[config.mk]
export PLATFORM = sky130hd
export DESIGN_NAME = gpu_cmd_sequencer_flat
export DESIGN_NICKNAME = d
export VERILOG_FILES = /design/src/rtl/gpu_cmd_sequencer_if.sv /design/src/rtl/gpu_cmd_sequencer.sv /design/src/flat_wrapper.sv
export SDC_FILE = /design/constraint.sdc
export NUM_CORES = 1
export LEC_CHECK = 0
export ABC_AREA = 0
export CAP_MARGIN = 25
export CORE_ASPECT_RATIO = 0.6
export CORE_MARGIN = 1
export CORE_UTILIZATION = 57
export DETAILED_ROUTE_END_ITERATION = 8
export GPL_TIMING_DRIVEN = 0
export MAX_ROUTING_LAYER = met4
export PLACE_DENSITY = 0.79
export SYNTH_ARGS = -nofsm -noshare
export SYNTH_HDL_FRONTEND = slang
export SYNTH_SLANG_ARGS = --single-unit
[constraint.sdc]
create_clock -name clk -period 3.2 [get_ports clk]
set_input_delay 0.48 -clock clk [delete_from_list [all_inputs] [get_ports clk]]
set_output_delay 0.48 -clock clk [all_outputs]
set_load 0.01 [all_outputs]
[src/rtl/gpu_cmd_sequencer_if.sv]
// Host/core-array signal bundle for gpu_cmd_sequencer.
// The master modport is the driving side (host and core array model); the sequencer takes the slave modport.
interface gpu_cmd_sequencer_if #(
    parameter int FIFO_DEPTH = 4
);
    localparam int LW = $clog2(FIFO_DEPTH) + 1;

    logic [7:0]    byte_in;
    logic          byte_valid;
    logic          byte_ready;
    logic          flush;
    logic [15:0]   opcode;
    logic          execute;
    logic          core_valid;
    logic          core_bit;
    logic [7:0]    result;
    logic          result_valid;
    logic [LW-1:0] fifo_level;
    logic          overflow;

    modport master (
        output byte_in, byte_valid, flush, core_valid, core_bit,
        input  byte_ready, opcode, execute, result, result_valid, fifo_level, overflow
    );

    modport slave (
        input  byte_in, byte_valid, flush, core_valid, core_bit,
        output byte_ready, opcode, execute, result, result_valid, fifo_level, overflow
    );
endinterface

[src/rtl/gpu_cmd_sequencer.sv]
// Opcode assembler + FIFO + spaced issuer + serial result deserializer for the GPU core array.
// Define GPU_SEQ_BYPASS_EN to let an opcode skip the empty FIFO and issue one cycle earlier.
module gpu_cmd_sequencer #(
    parameter int FIFO_DEPTH = 4,
    parameter int ISSUE_GAP  = 1
) (
    input logic                 clk,
    input logic                 rst_n,
    gpu_cmd_sequencer_if.slave  bus
);
    localparam int AW = $clog2(FIFO_DEPTH);
    localparam int LW = AW + 1;
    localparam logic [3:0] GAP_LAST = 4'(ISSUE_GAP - 1);

    typedef enum logic { ASM_HI, ASM_LO } asm_state_t;
    typedef enum logic { ISS_IDLE, ISS_GAP } iss_state_t;

    logic [15:0]   mem [FIFO_DEPTH];
    logic [AW-1:0] wr_ptr_reg, rd_ptr_reg;
    logic [LW-1:0] level_reg;
    logic [7:0]    hold_reg;
    asm_state_t    asm_state_reg;
    iss_state_t    iss_state_reg;
    logic [3:0]    gap_cnt_reg;
    logic [15:0]   opcode_reg;
    logic          execute_reg;
    logic [6:0]    shift_reg;
    logic [2:0]    bit_cnt_reg;
    logic [7:0]    result_reg;
    logic          result_valid_reg;
    logic          overflow_reg;

    logic        full, empty, accept, lo_done, bypass, push, pop;
    logic [15:0] word;

    assign full    = (level_reg == LW'(FIFO_DEPTH));
    assign empty   = (level_reg == '0);
    assign accept  = bus.byte_valid && !full && !bus.flush;
    assign lo_done = accept && (asm_state_reg == ASM_LO);
    assign word    = {hold_reg, bus.byte_in};
`ifdef GPU_SEQ_BYPASS_EN
    assign bypass  = lo_done && empty && (iss_state_reg == ISS_IDLE);
`else
    assign bypass  = 1'b0;
`endif
    assign push    = lo_done && !bypass;
    // flush outranks a pending pop so the discarded head never reaches the array
    assign pop     = !bus.flush && (iss_state_reg == ISS_IDLE) && !empty;

    always_ff @(posedge clk) begin
        if (push)
            mem[wr_ptr_reg] <= word;
    end

    always_ff @(posedge clk or negedge rst_n) begin
        if (!rst_n) begin
            wr_ptr_reg       <= '0;
            rd_ptr_reg       <= '0;
            level_reg        <= '0;
            hold_reg         <= '0;
            asm_state_reg    <= ASM_HI;
            iss_state_reg    <= ISS_IDLE;
            gap_cnt_reg      <= '0;
            opcode_reg       <= '0;
            execute_reg      <= 1'b0;
            shift_reg        <= '0;
            bit_cnt_reg      <= '0;
            result_reg       <= '0;
            result_valid_reg <= 1'b0;
            overflow_reg     <= 1'b0;
        end else begin
            execute_reg      <= 1'b0;
            result_valid_reg <= 1'b0;
            if (bus.flush) begin
                wr_ptr_reg    <= '0;
                rd_ptr_reg    <= '0;
                level_reg     <= '0;
                asm_state_reg <= ASM_HI;
                iss_state_reg <= ISS_IDLE;
                gap_cnt_reg   <= '0;
                bit_cnt_reg   <= '0;
                overflow_reg  <= 1'b0;
            end else begin
                if (bus.byte_valid && full)
                    overflow_reg <= 1'b1;
                if (accept) begin
                    if (asm_state_reg == ASM_HI) begin
                        hold_reg      <= bus.byte_in;
                        asm_state_reg <= ASM_LO;
                    end else begin
                        asm_state_reg <= ASM_HI;
                    end
                end
                if (push)
                    wr_ptr_reg <= wr_ptr_reg + AW'(1);
                if (pop)
                    rd_ptr_reg <= rd_ptr_reg + AW'(1);
                case ({push, pop})
                    2'b10:   level_reg <= level_reg + LW'(1);
                    2'b01:   level_reg <= level_reg - LW'(1);
                    default: level_reg <= level_reg;
                endcase

                if (pop || bypass) begin
                    opcode_reg  <= pop ? mem[rd_ptr_reg] : word;
                    execute_reg <= 1'b1;
                    gap_cnt_reg <= '0;
                    if (ISSUE_GAP != 0)
                        iss_state_reg <= ISS_GAP;
                end else if (iss_state_reg == ISS_GAP) begin
                    if (gap_cnt_reg == GAP_LAST)
                        iss_state_reg <= ISS_IDLE;
                    else
                        gap_cnt_reg <= gap_cnt_reg + 4'd1;
                end

                if (bus.core_valid) begin
                    shift_reg   <= {shift_reg[5:0], bus.core_bit};
                    bit_cnt_reg <= bit_cnt_reg + 3'd1;
                    if (bit_cnt_reg == 3'd7) begin
                        result_reg       <= {shift_reg, bus.core_bit};
                        result_valid_reg <= 1'b1;
                    end
                end
            end
        end
    end

    assign bus.byte_ready   = !full;
    assign bus.opcode       = opcode_reg;
    assign bus.execute      = execute_reg;
    assign bus.result       = result_reg;
    assign bus.result_valid = result_valid_reg;
    assign bus.fifo_level   = level_reg;
    assign bus.overflow     = overflow_reg;
endmodule
[src/flat_wrapper.sv]
// flat-port wrapper written by rule: the top's interface ports become plain ports
module gpu_cmd_sequencer_flat 
#(
    parameter int FIFO_DEPTH = 4,
    parameter int ISSUE_GAP  = 1
)
  (clk, rst_n, bus_byte_in, bus_byte_valid, bus_flush, bus_core_valid, bus_core_bit, bus_byte_ready, bus_opcode, bus_execute, bus_result, bus_result_valid, bus_fifo_level, bus_overflow);
  gpu_cmd_sequencer_if #(.FIFO_DEPTH(FIFO_DEPTH)) bus_i ();
  input logic clk;
  input logic rst_n;
  input wire logic [$bits(bus_i.byte_in)-1:0] bus_byte_in;
  input wire logic [$bits(bus_i.byte_valid)-1:0] bus_byte_valid;
  input wire logic [$bits(bus_i.flush)-1:0] bus_flush;
  input wire logic [$bits(bus_i.core_valid)-1:0] bus_core_valid;
  input wire logic [$bits(bus_i.core_bit)-1:0] bus_core_bit;
  output wire logic [$bits(bus_i.byte_ready)-1:0] bus_byte_ready;
  output wire logic [$bits(bus_i.opcode)-1:0] bus_opcode;
  output wire logic [$bits(bus_i.execute)-1:0] bus_execute;
  output wire logic [$bits(bus_i.result)-1:0] bus_result;
  output wire logic [$bits(bus_i.result_valid)-1:0] bus_result_valid;
  output wire logic [$bits(bus_i.fifo_level)-1:0] bus_fifo_level;
  output wire logic [$bits(bus_i.overflow)-1:0] bus_overflow;
  assign bus_i.byte_in = bus_byte_in;
  assign bus_i.byte_valid = bus_byte_valid;
  assign bus_i.flush = bus_flush;
  assign bus_i.core_valid = bus_core_valid;
  assign bus_i.core_bit = bus_core_bit;
  assign bus_byte_ready = bus_i.byte_ready;
  assign bus_opcode = bus_i.opcode;
  assign bus_execute = bus_i.execute;
  assign bus_result = bus_i.result;
  assign bus_result_valid = bus_i.result_valid;
  assign bus_fifo_level = bus_i.fifo_level;
  assign bus_overflow = bus_i.overflow;
  gpu_cmd_sequencer #(.FIFO_DEPTH(FIFO_DEPTH), .ISSUE_GAP(ISSUE_GAP)) u_core (.clk(clk), .rst_n(rst_n), .bus(bus_i));
endmodule
=== Word-level counts from Yosys, hierarchy flattened ===
Memory sizes are Yosys's and may differ from the RTL's. A register that Yosys moved wholly into a read port is not among the register bits.
Index checks and enable logic that the tools add are counted.

* Muxes and demuxes: 28
* Reduce and logical (&&, ||, !) cells: 24
* Bitwise operators: 3
* Add/sub/neg operators: 6
* Equal/unequal tests: 5

{| class="wikitable"
|+ Operators by type and width
! kind !! count
|-
| $mux W1 || 16
|-
| $mux W4 || 4
|-
| $reduce_bool A2 Y1 || 5
|-
| $mux W3 || 3
|-
| $mux W2 || 4
|-
| $add A3 B1 Y3 const B || 2
|-
| $eq A3 B3 Y1 const B || 2
|-
| $logic_and A1 B1 Y1 || 6
|-
| $pmux W3 S2 || 1
|-
| $reduce_and A2 Y1 || 3
|-
| $reduce_and A3 Y1 || 2
|-
| $reduce_bool A3 Y1 || 2
|-
| $add A2 B1 Y2 const B || 2
|-
| $add A4 B1 Y4 const B || 1
|-
| $logic_not A1 Y1 || 4
|-
| $logic_not A4 Y1 || 1
|-
| $logic_not A3 Y1 || 1
|-
| $ne A3 B2 Y1 const B || 1
|-
| $not A1 Y1 || 3
|-
| $sub A3 B1 Y3 const B || 1
|-
| $eq A2 B1 Y1 const B || 1
|-
| $eq A2 B2 Y1 const B || 1
|}

* Memory bits (writable): 64
* Output and inout port bits: 31
* Logic and storage cells: 80
* Memories kept: 1
* Flip-flop bits (word level): 42
* Bits of input ports: 14

{| class="wikitable"
|+ Memory list
! memory !! depth !! bits a word !! rd ports !! clocked after memory_dff !! write ports !! line !! RTL
|-
| u_core.mem || 4 || 16 || 1 || 1 || 1 || gpu_cmd_sequencer.sv:18 || <nowiki>logic [15:0] mem [FIFO_DEPTH];</nowiki>
|}

=== Longest topological paths before layout ===
Gate-level depths: netlist (run 1).

* Word-level depth: 8
* Mapped depth: 9
* Gate-level depth less buffers: 8

=== Least setup slack after synthesis (run 1) ===
Ideal clock, no wire load.

* Path kind: flip-flop to flip-flop
* Start: register u_core.level_reg[1], in the netlist u_core.bus.fifo_level[1]
* End: register u_core.level_reg[2], in the netlist u_core.bus.fifo_level[2]
* Path slack: 563 ps
* Required time: 3,072 ps
* Stages on the path, launching flop included: 10
* Arrival: 2,509 ps
* Setup time: 128 ps
* Period minus slack after synthesis: 2,637 ps
* Path through: dfrtp_1 nor3_1 or3_1 buf_6 buf_2 nor2_1 fa_1 or3_1 o22ai_2 mux2_1

* Longest elaborated chain between the ends: 8

{| class="wikitable"
|+ Ends and longest elaborated chain
! item !! line !! RTL
|-
| from (decl) || gpu_cmd_sequencer.sv:20 || <nowiki>logic [LW-1:0] level_reg;</nowiki>
|-
| from (signal assigned) || gpu_cmd_sequencer.sv:99 || <nowiki>2'b10: level_reg <= level_reg + LW'(1);</nowiki>
|-
| from (signal assigned) || gpu_cmd_sequencer.sv:100 || <nowiki>2'b01: level_reg <= level_reg - LW'(1);</nowiki>
|-
| from (signal assigned) || gpu_cmd_sequencer.sv:101 || <nowiki>default: level_reg <= level_reg;</nowiki>
|-
| $eq A3 B3 Y1 || gpu_cmd_sequencer.sv:36 || <nowiki>assign full = (level_reg == LW'(FIFO_DEPTH));</nowiki>
|-
| $logic_not A1 Y1 || gpu_cmd_sequencer.sv:38 || <nowiki>assign accept = bus.byte_valid && !full && !bus.flush;</nowiki>
|-
| $logic_and A1 B1 Y1 (2 in series) || gpu_cmd_sequencer.sv:38 ||
|-
| $logic_and A1 B1 Y1 || gpu_cmd_sequencer.sv:39 || <nowiki>assign lo_done = accept && (asm_state_reg == ASM_LO);</nowiki>
|-
| $eq A2 B1 Y1 or $eq A2 B2 Y1 (tied branches) || gpu_cmd_sequencer.sv:98 || <nowiki>case ({push, pop})</nowiki>
|-
| $pmux W3 S2 || gpu_cmd_sequencer.sv:98 ||
|-
| $mux W3 || gpu_cmd_sequencer.sv:74 || <nowiki>if (bus.flush) begin</nowiki>
|}

Parallel ways exist; a longest one is shown, timed or not.
A chain may end at the register's enable or synchronous reset.

=== Worst setup path after layout (run 1) ===
* Start: register u_core.level_reg[0], in the netlist u_core.bus.fifo_level[0]
* End: register u_core.level_reg[2], in the netlist u_core.bus.fifo_level[2]

Same word-level chain as after synthesis.

==> results of run 1 <==
==> placed cells by master (no fill, tap or decap), types with 2 or more instances in the layout <==
cell             count
a21oi_1              2
and2_1               4
buf_2                4
buf_4                2
buf_6                4
clkbuf_1            11
clkbuf_16           18
clkbuf_8             4
clkdlybuf4s50_1     43
clkinv_2             2
dfrtp_1             58
edfxtp_1            64
ha_1                 8
inv_1                6
inv_2                2
mux2_2              24
mux2i_1              4
mux4_2              16
nand2_1             52
nand2b_1             2
nand4_1              2
nor2_1              13
nor2b_1              2
nor3_1               3
nor3_2               2
or3_1                2
xnor2_1              6
xor2_1               3
==> cells in the mapped netlist, types with 2 or more instances <==
library cell,count,area (µm²)
nor2_1,13,48.80
xor2_1,3,26.28
nand2_1,52,195.2
xnor2_1,6,52.55
nand4_1,2,12.51
nor3_1,4,20.02
clkbuf_1,3,11.26
nand2b_1,2,12.51
inv_2,2,7.510
buf_4,2,15.01
mux4_2,16,360.4
dfrtp_1,58,1451
nor2b_1,2,12.51
a21oi_1,2,10.01
mux2i_1,4,40.04
or3_1,2,12.51
buf_6,4,45.04
mux2_2,24,270.3
buf_2,3,15.01
ha_1,8,100.1
inv_1,6,22.52
and2_1,4,25.02
edfxtp_1,64,1922
==> power groups by stage <==
stage	Clock, mW	Sequential, mW	Combinational [mW]
2_1_floorplan	0	2.18	0.604
3_3_place_gp	0	2.16	1.04
3_5_place_dp	0	2.18	1.07
4_1_cts	1.77	2.16	1.08
5_1_grt	1.83	2.20	1.17
6_report	1.75	2.16	1.07
==> path summary, 6_finish.rpt <==
path,from,to,slack [ps]
max in group asynchronous,rst_n,u_core.gap_cnt_reg[2],2520
worst min-delay path,rst_n,u_core.bus.opcode[7],80
worst min register to register,u_core.bus.opcode[6],u_core.bus.opcode[6],470
min in group clk,u_core.bus.opcode[6],u_core.bus.opcode[6],470
worst max-delay path,u_core.bus.fifo_level[0],u_core.bus.fifo_level[2],250
worst max register to register,u_core.bus.fifo_level[0],u_core.bus.fifo_level[2],250
==> metal layers <==
metal / vias up / part of all wire [%] / wire length [µm] / track usage, %
li1: 1203 / - / - / -
met4: 0 / 0.60 / 57 / 11.11
met1: 1355 / 46 / 4353 / 33.35
met3: 7 / 5.6 / 535 / 8.152
met5: - / 0 / 0 / -
met2: 77 / 48 / 4593 / 37.08
==> kinds of logic after synthesis <==
| family | synth area share, % |
|---|---|
| AND/OR/NAND/NOR | 8.572 |
| adder cells (fa/ha/maj) | 2.479 |
| AO/OA/AOI/OAI | 0.9037 |
| XOR/XNOR | 1.962 |
| multiplexers | 14.07 |
| buffers and inverters | 2.401 |
| flip-flops | 69.61 |
==> metrics by stage <==
step | instances | cell area (µm²) | setup WS (ps) | setup TNS, ps | power (mW)
final | 484 | 5987 | 247.3 | 0 | 4.984
after global routing | 484 | 5987 | 80.61 | 0 | 5.196
after global placement | 451 | 5421 | -222.3 | -12510 | 3.198
after detailed placement | 452 | 5436 | -81.09 | -81.09 | 3.248
after CTS | 484 | 5982 | 163.2 | 0 | 5.004
after floorplan | 299 | 4846 | 562.9 | 0 | 2.785
==> area by class of cell <==
cell class / count / area, µm²
fillers: 488 / 2052
clock buffers: 30 / 535.5
well taps: 108 / 135.1
flip-flops and latches: 122 / 3373
multi-input cells: 157 / 1361
clock inverters: 2 / 10.01
plain buffers: 12 / 86.33
repair buffers: 45 / 455.4
inverters: 8 / 30.03
==> what timing repair did <==
| action | CTS | global route |
|---|---|---|
| resized for setup | 0 | 1 |
| endpoints found under the hold margin | 0 | 0 |
| setup endpoints to repair | 0 | 1 |
==> summary.txt, run 1 <==
Clock tree
  • Clk slew on worst S/H paths: 50 ps
  • Post-CTS Hold Fix Bufs: 0
  • Total clock sinks: 122
  • Post-CTS setup buffer count: 0
  • H-tree depth: 4
  • Inserted Clock Buffers: 17
  • Clock Root Buffer: clkbuf_16
  • Clk buf depth: 2
  • CTS tree: built
  • Clock latency at the later pin of the worst-skew pair: a little over 400 ps

Floorplan
  • Die Ht: approximately 73 µm
  • CORE AREA: between 0.008 and 0.009 mm²
  • Die width: 121.0 µm
  • I/O pin cnt: 45
  • Row cnt: 25
  • Area of the die: between 0.008 and 0.009 mm²
  • Starting Density: between 60% and 70%

Pwr
  • Net Sw Frac: a little over a quarter
  • Leakage: 2.419 nW
  • P_int: between 3 and 4 mW
  • Sequential share of power: roughly 43%
  • Clock power frac: 35.2%
  • Maximum VDD drop: around 0.48 mV
  • PwrDens: approximately 830 mW/mm²
  • Combinational Power Share: between 20% and 30%
  • NetSw: between 1 and 1.5 mW

Placed design
  • Port-buffer cells: 44
  • DP Wirelength: approximately 5.8 mm
  • Final GP Congestion: just under 0.8

Worst setup path
  • Worst-path cell chain: nor3_2 > or3_1 > buf_6 > buf_2 > nor2_1 > fa_1 > or3_1 > o22ai_2 > mux2_1
  • Worst path depth: 9
  • Critical Path AT: approximately 3200 ps
  • CP Launch Type: flop
  • Crit path largest cell delay: 490 ps
  • Top delay family on crit path: simple AND/OR/NAND/NOR gates
  • Critical Path End Type: flop
  • Buf/Inv on CP: 2
  • Worst reg2reg path depth: 9
  • WP data required: approximately 3500 ps
  • Crit-path slowest cell: dfrtp_1
  • Crit-path max FO: 10
  • Crit Path Class: reg -> reg
  • Critical Path Most Common Cell: or3_1

Global route
  • Largest net degree at the start of global routing: 33
  • GRT overflow: 0
  • Vias in the first global route: about 2800
  • Tot GR Track Use: 25.48%
  • First-pass GRT wire length: about 15 mm
  • Initial antenna violation count: 0

Route
  • Pre-antenna DRT Iters: 4
  • Avg WL per Cell: between 15 and 20 µm
  • Via Count: approximately 2600
  • Initial drt markers: ~170
  • WL final: about 9.5 mm
  • DR vias/cell: approximately 5.5
  • Residual DRC: 0
  • Post-DRT Antenna Nets: 0

Logic synthesis
  • Async S/R FF share, synth: 47.54%
  • Mapped Cells: around 300
  • Synth cell types: 36
  • YS warnings: 0
  • Post-synth EDFFs: 64
  • Syn_nets: about 320
  • Avg Cell Area, Syn: 16.21 µm²
  • Prevailing post-synth register cell: edfxtp_1
  • Register bit total from synthesis: around 120
  • Seq/Total Area, Yosys: ~70%
  • Post-synthesis cell area: 0.004846 mm²

Status
  • Status: complete, no violations

Final layout
  • Final Core Density: 74.47%
  • Diodes inserted: 0
  • Layout cells sized above 1: 22.34%
  • Area Overhead vs Synth: 23.55%
  • Max FFs per register: 64
  • Total Nets Final: 386

STA
  • Final period util: 92.27%
  • Setup violations, final: 0
  • Crit path time final: around 3000 ps
  • Final hold violation count: 0
  • Worst slew pin tran: 906.3 ps
  • Final Max Tran Viols: 0
  • Skew final: between 6 and 7 ps
  • Headroom to the max-slew limit: between 30% and 40%
  • Hold_ws: 77.32 ps
  • Peak Freq: about 340 MHz
  • RSZ-0062 raised after global routing: false

Min path
  • Hold Crit Class: in -> async

Flow run
  • Maxcap violations: 0
Note: power is estimated with default switching activity, not from simulation.
==> run 2, diff against run 1 <==
--- a/config.mk
+++ b/config.mk
@@ -7,7 +7,7 @@
 export LEC_CHECK = 0
 export ABC_AREA = 0
 export CAP_MARGIN = 25
-export CORE_ASPECT_RATIO = 0.6
+export CORE_ASPECT_RATIO = 0.5
 export CORE_MARGIN = 1
 export CORE_UTILIZATION = 57
 export DETAILED_ROUTE_END_ITERATION = 8
==> run 2 against run 1 <==
  * Power is 2.3% higher
  * Combinational power hardly changed
  * Hold slack better by 92 ps
  * Register-to-register slack worse by 70 ps
  * Critical endpoint unchanged
  * Critical path depth stayed put
==> summary.txt, run 2 (synthesis results as in run 1) <==
Route
  • Avg WL per Cell: 19.64 µm (was 19.71 µm)
  • DR vias/cell: 5.533 (was 5.459)
  • WL final: 9.586 mm (was 9.539 mm)
  • Post-DRT Antenna Nets: 0 (unchanged)
  • Pre-antenna DRT Iters: 4 (unchanged)
  • Via Count: 2700 (was 2642)
  • Initial drt markers: 150 (was 167)
  • Residual DRC: 0 (unchanged)

Floorplan
  • Area of the die: 0.008897 mm² (was 0.008886 mm²)
  • I/O pin cnt: 45 (unchanged)
  • Starting Density: 59.71% (was 60.28%)
  • Die width: 132.4 µm (was 121.0 µm)
  • CORE AREA: 0.008115 mm² (was 0.008039 mm²)
  • Row cnt: 23 (was 25)
  • Die Ht: 67.20 µm (was 73.42 µm)

Final layout
  • Commonest non-fill, non-tap cell in the layout: edfxtp_1 (unchanged)
  • Area Overhead vs Synth: 24.19% (was 23.55%)
  • Final Core Density: 74.16% (was 74.47%)
  • Diodes inserted: 0 (unchanged)
  • Total Nets Final: 386 (unchanged)
  • Most frequent cells in the layout: 64 x edfxtp_1, 58 x dfrtp_1, 52 x nand2_1, 43 x clkdlybuf4s50_1, 24 x mux2_2 (unchanged)
  • Non-Filler Instances: 488 (was 484)
  • Layout cells sized above 1: 22.87% (was 22.34%)
  • Post-Layout Inst Area: 0.006018 mm² (was 0.005987 mm²)
  • Max FFs per register: 64 (unchanged)

Placed design
  • Port-buffer cells: 44 (unchanged)
  • Placed cell areas: 0.005441 mm² (was 0.005436 mm²)
  • Setup WS pre-CTS: -40.88 ps (was -81.09 ps)
  • Final GP Congestion: 0.8252 (was 0.7826)
  • Placed cells: 456 (was 452)
  • DP Wirelength: 5.834 mm (was 5.803 mm)

Clock tree
  • Clk buf depth: 2 (unchanged)
  • Total clock sinks: 122 (unchanged)
  • Post-CTS setup buffer count: 0 (unchanged)
  • CTS tree: built (unchanged)
  • Post-CTS Hold Fix Bufs: 0 (unchanged)
  • Clock latency at the later pin of the worst-skew pair: 410 ps (about the same)
  • Clock Root Buffer: clkbuf_16 (unchanged)
  • H-tree depth: 4 (unchanged)
  • Inserted Clock Buffers: 17 (unchanged)
  • Post_cts resized: 0 (unchanged)
  • Clk slew on worst S/H paths: 50 ps (about the same)

Pwr
  • Combinational Power Share: 21.3% (was 21.5%)
  • Leakage: 2.431 nW (was 2.419 nW)
  • P_int: 3.739 mW (was 3.653 mW)
  • NetSw: 1.361 mW (was 1.331 mW)
  • PwrDens: 847.5 mW/mm² (was 832.6 mW/mm²)
  • Maximum VDD drop: 0.4903 mV (was 0.4838 mV)
  • Clock power frac: 36.3% (was 35.2%)
  • Sequential share of power: 42.4% (was 43.3%)
  • Net Sw Frac: 26.68% (was 26.71%)
  • Total power: 5.100 mW (was 4.984 mW)

Worst setup path
  • Critical Path End Type: flop (unchanged)
  • Critical Path AT: 3310 ps (was 3240 ps)
  • Crit Reg-Reg Endpoint: u_core.bus.fifo_level[2] (unchanged)
  • WP data required: 3480 ps (was 3490 ps)
  • Crit Path Class: reg -> reg (unchanged)
  • Worst R2R Setup Slack: 170 ps (was 250 ps)
  • Reg-to-reg critical path startpoint: u_core.bus.fifo_level[0] (unchanged)
  • CP Launch Type: flop (unchanged)
  • Crit-path max FO: 10 (unchanged)
  • Worst reg2reg path depth: 9 (unchanged)

Global route
  • Vias in the first global route: 2843 (was 2787)
  • First-pass GRT wire length: 14.69 mm (was 15.11 mm)
  • Initial antenna violation count: 0 (unchanged)
  • GRT overflow: 0 (unchanged)
  • Largest net degree at the start of global routing: 34 (was 33)
  • Tot GR Track Use: 24.42% (was 25.48%)

Flow run
  • Maxcap violations: 0 (unchanged)

STA
  • Final Max Tran Viols: 0 (unchanged)
  • Headroom to the max-slew limit: 39.05% (was 39.58%)
  • RSZ-0062 raised after global routing: false (unchanged)
  • Final hold violation count: 0 (unchanged)
  • Setup violations, final: 0 (unchanged)
  • Hold_ws: 169.7 ps (was 77.32 ps)
  • Worst slew pin tran: 910.3 ps (was 906.3 ps)
  • Skew final: 11.87 ps (was 6.527 ps)
  • Peak Freq: 330.5 MHz (was 338.7 MHz)
  • Final TNS setup: 0 ps (unchanged)
  • PnR worst setup slack: 174.4 ps (was 247.3 ps)
  • Final period util: 94.55% (was 92.27%)
  • Crit path time final: 3026 ps (was 2953 ps)

Min path
  • Hold Crit Class: in -> async (unchanged)

Status
  • Status: complete, no violations (unchanged)
## run 2: changes by cell type in the layout (fill, tap and decap cells not counted), sizes merged
cell,delta
clkbuf,-5
bufinv,+2
clkinv,+2
clkinvlp,+1
## run 2: per-layer routing
layer | vias to the layer above | share of wire, % | global-route usage, %
met4 | 0 | 2.0 | 13.36
met5 | - | 0 | -
met2 | 102 | 54 | 42.04
li1 | 1206 | - | -
met1 | 1375 | 39 | 26.68
met3 | 17 | 4.9 | 6.832
## run 2: final cells by class
cell class                 instances  area (µm²)
multi-input combinational        157        1356
clock buffer                      25       485.5
timing repair buffer              45       455.4
tap                              112       140.1
clock inverter                     7       91.34
sequential                       122        3373
buffer                            12       86.33
inverter                           8       30.03
fill                             489        2097
## run 2: worst max-delay path, cell delays in order, from the launching register on
cell	delay, ps
dfrtp_1	470
nor3_1	390
or3_1	230
buf_6	170
buf_2	300
nor2_1	100
fa_1	390
or3_1	390
o22ai_2	130
mux2_1	340
## run 2: power groups by stage
| stage | combinational, mW | clock (mW) | sequential (mW) |
|---|---|---|---|
| 4_1_cts | 1.10 | 1.87 | 2.16 |
| 5_1_grt | 1.17 | 1.94 | 2.19 |
| 2_1_floorplan | 0.604 | 0 | 2.18 |
| 3_3_place_gp | 1.03 | 0 | 2.15 |
| 3_5_place_dp | 1.08 | 0 | 2.18 |
| 6_report | 1.09 | 1.85 | 2.16 |
## run 2: how the worst max path moves through the flow
stage          slack [ps]                  endpoint  cells past startpoint                     start
2_1_floorplan         560  u_core.bus.fifo_level[2]                      9  u_core.bus.fifo_level[1]
3_3_place_gp         -180        u_core.hold_reg[5]                      1                     rst_n
3_5_place_dp          -40  u_core.bus.fifo_level[2]                      9                 bus_flush
4_1_cts               190  u_core.bus.fifo_level[2]                      9  u_core.bus.fifo_level[0]
5_1_grt                80  u_core.bus.fifo_level[2]                      9  u_core.bus.fifo_level[0]
6_report              170  u_core.bus.fifo_level[2]                      9  u_core.bus.fifo_level[0]
==> run 3, diff against run 2 <==
--- a/config.mk
+++ b/config.mk
@@ -7,13 +7,12 @@
 export LEC_CHECK = 0
 export ABC_AREA = 0
 export CAP_MARGIN = 25
-export CORE_ASPECT_RATIO = 0.5
 export CORE_MARGIN = 1
 export CORE_UTILIZATION = 57
 export DETAILED_ROUTE_END_ITERATION = 8
 export GPL_TIMING_DRIVEN = 0
 export MAX_ROUTING_LAYER = met4
-export PLACE_DENSITY = 0.79
+export PLACE_DENSITY = 0.83
 export SYNTH_ARGS = -nofsm -noshare
 export SYNTH_HDL_FRONTEND = slang
 export SYNTH_SLANG_ARGS = --single-unit
==> run 3 against run 2 <==
  * Combinational power hardly changed
  * Critical path depth stayed put
  * Clock power is 3% lower
  * Via count down 1.3%
  * Clock-buffer cell count fell by 7
  * Routed wire length shrank 7.8%
  * Clock skew decreased by 4.8 ps
  * Register-to-register slack better by 60 ps
  * Setup slack better by 61 ps
  * First-iteration DRC count decreased by 8.7%
  * Fmax grew 2.1%
  * Critical path type unchanged
  * Critical endpoint unchanged
==> summary.txt, run 3 (synthesis results as in run 1) <==
Route
  • Post-DRT Antenna Nets: 0 (unchanged)
  • Avg WL per Cell: 18.35 µm (was 19.64 µm)
  • WL final: 8.843 mm (was 9.586 mm)
  • Via Count: 2666 (was 2700)
  • Pre-antenna DRT Iters: 4 (unchanged)
  • DR vias/cell: 5.531 (was 5.533)
  • Residual DRC: 0 (unchanged)
  • Initial drt markers: 137 (was 150)

Global route
  • Tot GR Track Use: 23.50% (was 24.42%)
  • Gr busiest metal: met2 (unchanged)
  • GRT overflow: 0 (unchanged)
  • Met1 Resource Use GR: 29.67% (was 26.68%)
  • Largest net degree at the start of global routing: 36 (was 34)
  • M3 GR Usage: 6.149% (was 6.832%)
  • First-pass GRT wire length: 14.43 mm (was 14.69 mm)
  • Initial antenna violation count: 0 (unchanged)
  • Met2 Usage GRT: 37.50% (was 42.04%)
  • Vias in the first global route: 2738 (was 2843)

Final layout
  • Commonest non-fill, non-tap cell in the layout: edfxtp_1 (unchanged)
  • Post-Layout Inst Area: 0.006011 mm² (was 0.006018 mm²)
  • Non-Filler Instances: 482 (was 488)
  • Diodes inserted: 0 (unchanged)
  • Total Nets Final: 387 (was 386)
  • Most frequent cells in the layout: 64 x edfxtp_1, 58 x dfrtp_1, 52 x nand2_1, 43 x clkdlybuf4s50_1, 24 x mux2_2 (unchanged)
  • Max FFs per register: 64 (unchanged)
  • Filler cells: 501 (was 489)
  • Final Core Density: 73.15% (was 74.16%)
  • Area Overhead vs Synth: 24.04% (was 24.19%)
  • Layout cells sized above 1: 23.87% (was 22.87%)

Min path
  • Hold Crit Class: reg -> reg (was in -> async)

Pwr
  • Total power: 5.005 mW (was 5.100 mW)
  • Maximum VDD drop: 0.6300 mV (was 0.4903 mV)
  • Leakage: 2.425 nW (was 2.431 nW)
  • PwrDens: 832.6 mW/mm² (was 847.5 mW/mm²)

Worst setup path
  • Worst-path cell chain: nor3_1 > or3_1 > buf_6 > buf_2 > nor2_1 > fa_1 > or3_1 > o22ai_2 > mux2_1 (unchanged)
  • Critical Path Most Common Cell: or3_1 (unchanged)
  • WP data required: 3590 ps (was 3480 ps)
  • Crit-path max FO: 10 (unchanged)
  • Critical Path End Type: flop (unchanged)
  • CP Launch Type: flop (unchanged)
  • Crit Path Class: reg -> reg (unchanged)
  • Critical Path AT: 3350 ps (was 3310 ps)
  • Crit path largest cell delay: 470 ps (about the same)
  • Crit-path slowest cell: dfrtp_1 (unchanged)

STA
  • Hold_ws: 474.3 ps (was 169.7 ps)
  • Setup violations, final: 0 (unchanged)
  • Peak Freq: 337.3 MHz (was 330.5 MHz)
  • Final Max Tran Viols: 0 (unchanged)
  • RSZ-0062 raised after global routing: false (unchanged)
  • Final period util: 92.64% (was 94.55%)
  • Final TNS setup: 0 ps (unchanged)
  • PnR worst setup slack: 235.5 ps (was 174.4 ps)
  • Skew final: 7.075 ps (was 11.87 ps)
  • Worst slew pin tran: 880.0 ps (was 910.3 ps)
  • Crit path time final: 2964 ps (was 3026 ps)
  • Headroom to the max-slew limit: 41.34% (was 39.05%)
  • Final hold violation count: 0 (unchanged)

Clock tree
  • H-tree depth: 4 (unchanged)
  • Clock Root Buffer: clkbuf_8 (was clkbuf_16)
  • Clk slew on worst S/H paths: 60 ps (was 50 ps)
  • Clock latency at the later pin of the worst-skew pair: 510 ps (was 410 ps)
  • Clk buf depth: 2 (unchanged)
  • Total clock sinks: 122 (unchanged)
  • Inserted Clock Buffers: 17 (unchanged)
  • CTS tree: built (unchanged)

Placed design
  • Placed cells: 449 (was 456)
  • Setup WS pre-CTS: -21.32 ps (was -40.88 ps)
  • Final GP Congestion: 0.7453 (was 0.8252)
  • Port-buffer cells: 44 (unchanged)
  • Placed cell areas: 0.005433 mm² (was 0.005441 mm²)
  • DP Wirelength: 5.477 mm (was 5.834 mm)

Floorplan
  • Die width: 94.21 µm (was 132.4 µm)
  • CORE AREA: 0.008217 mm² (was 0.008115 mm²)
  • I/O pin cnt: 45 (unchanged)
  • Die Ht: 94.21 µm (was 67.20 µm)
  • Row cnt: 33 (was 23)
  • Starting Density: 58.98% (was 59.71%)
  • Area of the die: 0.008875 mm² (was 0.008897 mm²)

Status
  • Status: complete, no violations (unchanged)

Flow run
  • Maxcap violations: 0 (unchanged)
run 3: cell count changes in the layout (fill, tap and decap cells not counted), sizes merged:
cell	before	now
inv	8	9
clkbuf	28	21
dlygate4sd3	0	1
clkinvlp	1	3
clkinv	4	8
run 3: layout make-up:
cell class / count / area [µm²] / area share [%]
buffer: 12 / 86.33 / 1.436
clock buffer: 18 / 417.9 / 6.953
clock inverter: 14 / 150.1 / 2.498
inverter: 8 / 30.03 / 0.4996
multi-input combinational: 157 / 1356 / 22.56
sequential: 122 / 3373 / 56.12
tap: 105 / 131.4 / 2.186
timing repair buffer: 46 / 465.4 / 7.744
run 3: final timing paths:
kind	endpoint	startpoint	slack, ps	cells past startpoint
max	u_core.bus.fifo_level[2]	u_core.bus.fifo_level[1]	240	9
min	u_core.bus.opcode[12]	u_core.bus.opcode[12]	470	2
max reg2reg	u_core.bus.fifo_level[2]	u_core.bus.fifo_level[1]	240	9
min reg2reg	u_core.bus.opcode[12]	u_core.bus.opcode[12]	470	2
max in group asynchronous	u_core.bus.opcode[5]	rst_n	2090	3
min in group asynchronous	u_core.bus.result_valid	rst_n	510	2
run 3: repair_timing:
item,in CTS,in global routing
gates resized for setup,0,0
setup buffers,0,0
hold endpoints to repair,23,0
hold buffers,1,0
run 3: worst max-delay path: cells and delay by family, from the launching register on:
| family | cells | cell delay [ps] |
|---|---|---|
| AND/OR/NAND/NOR | 4 | 1080 |
| buffers and inverters | 2 | 440 |
| adder cells (fa/ha/maj) | 1 | 390 |
| multiplexers | 1 | 340 |
| AO/OA/AOI/OAI | 1 | 140 |
| flip-flops | 1 | 470 |
run 3: power breakdown:
part | internal, mW | switching, mW
clock | 1.11 | 0.689
combinational | 0.573 | 0.486
sequential | 1.96 | 0.188
total | 3.64 | 1.36
run 3: metal layers:
layer,up-vias,wire [µm]
met1,1378,3808
met5,-,0
li1,1205,-
met4,0,89
met3,12,394
met2,71,4550
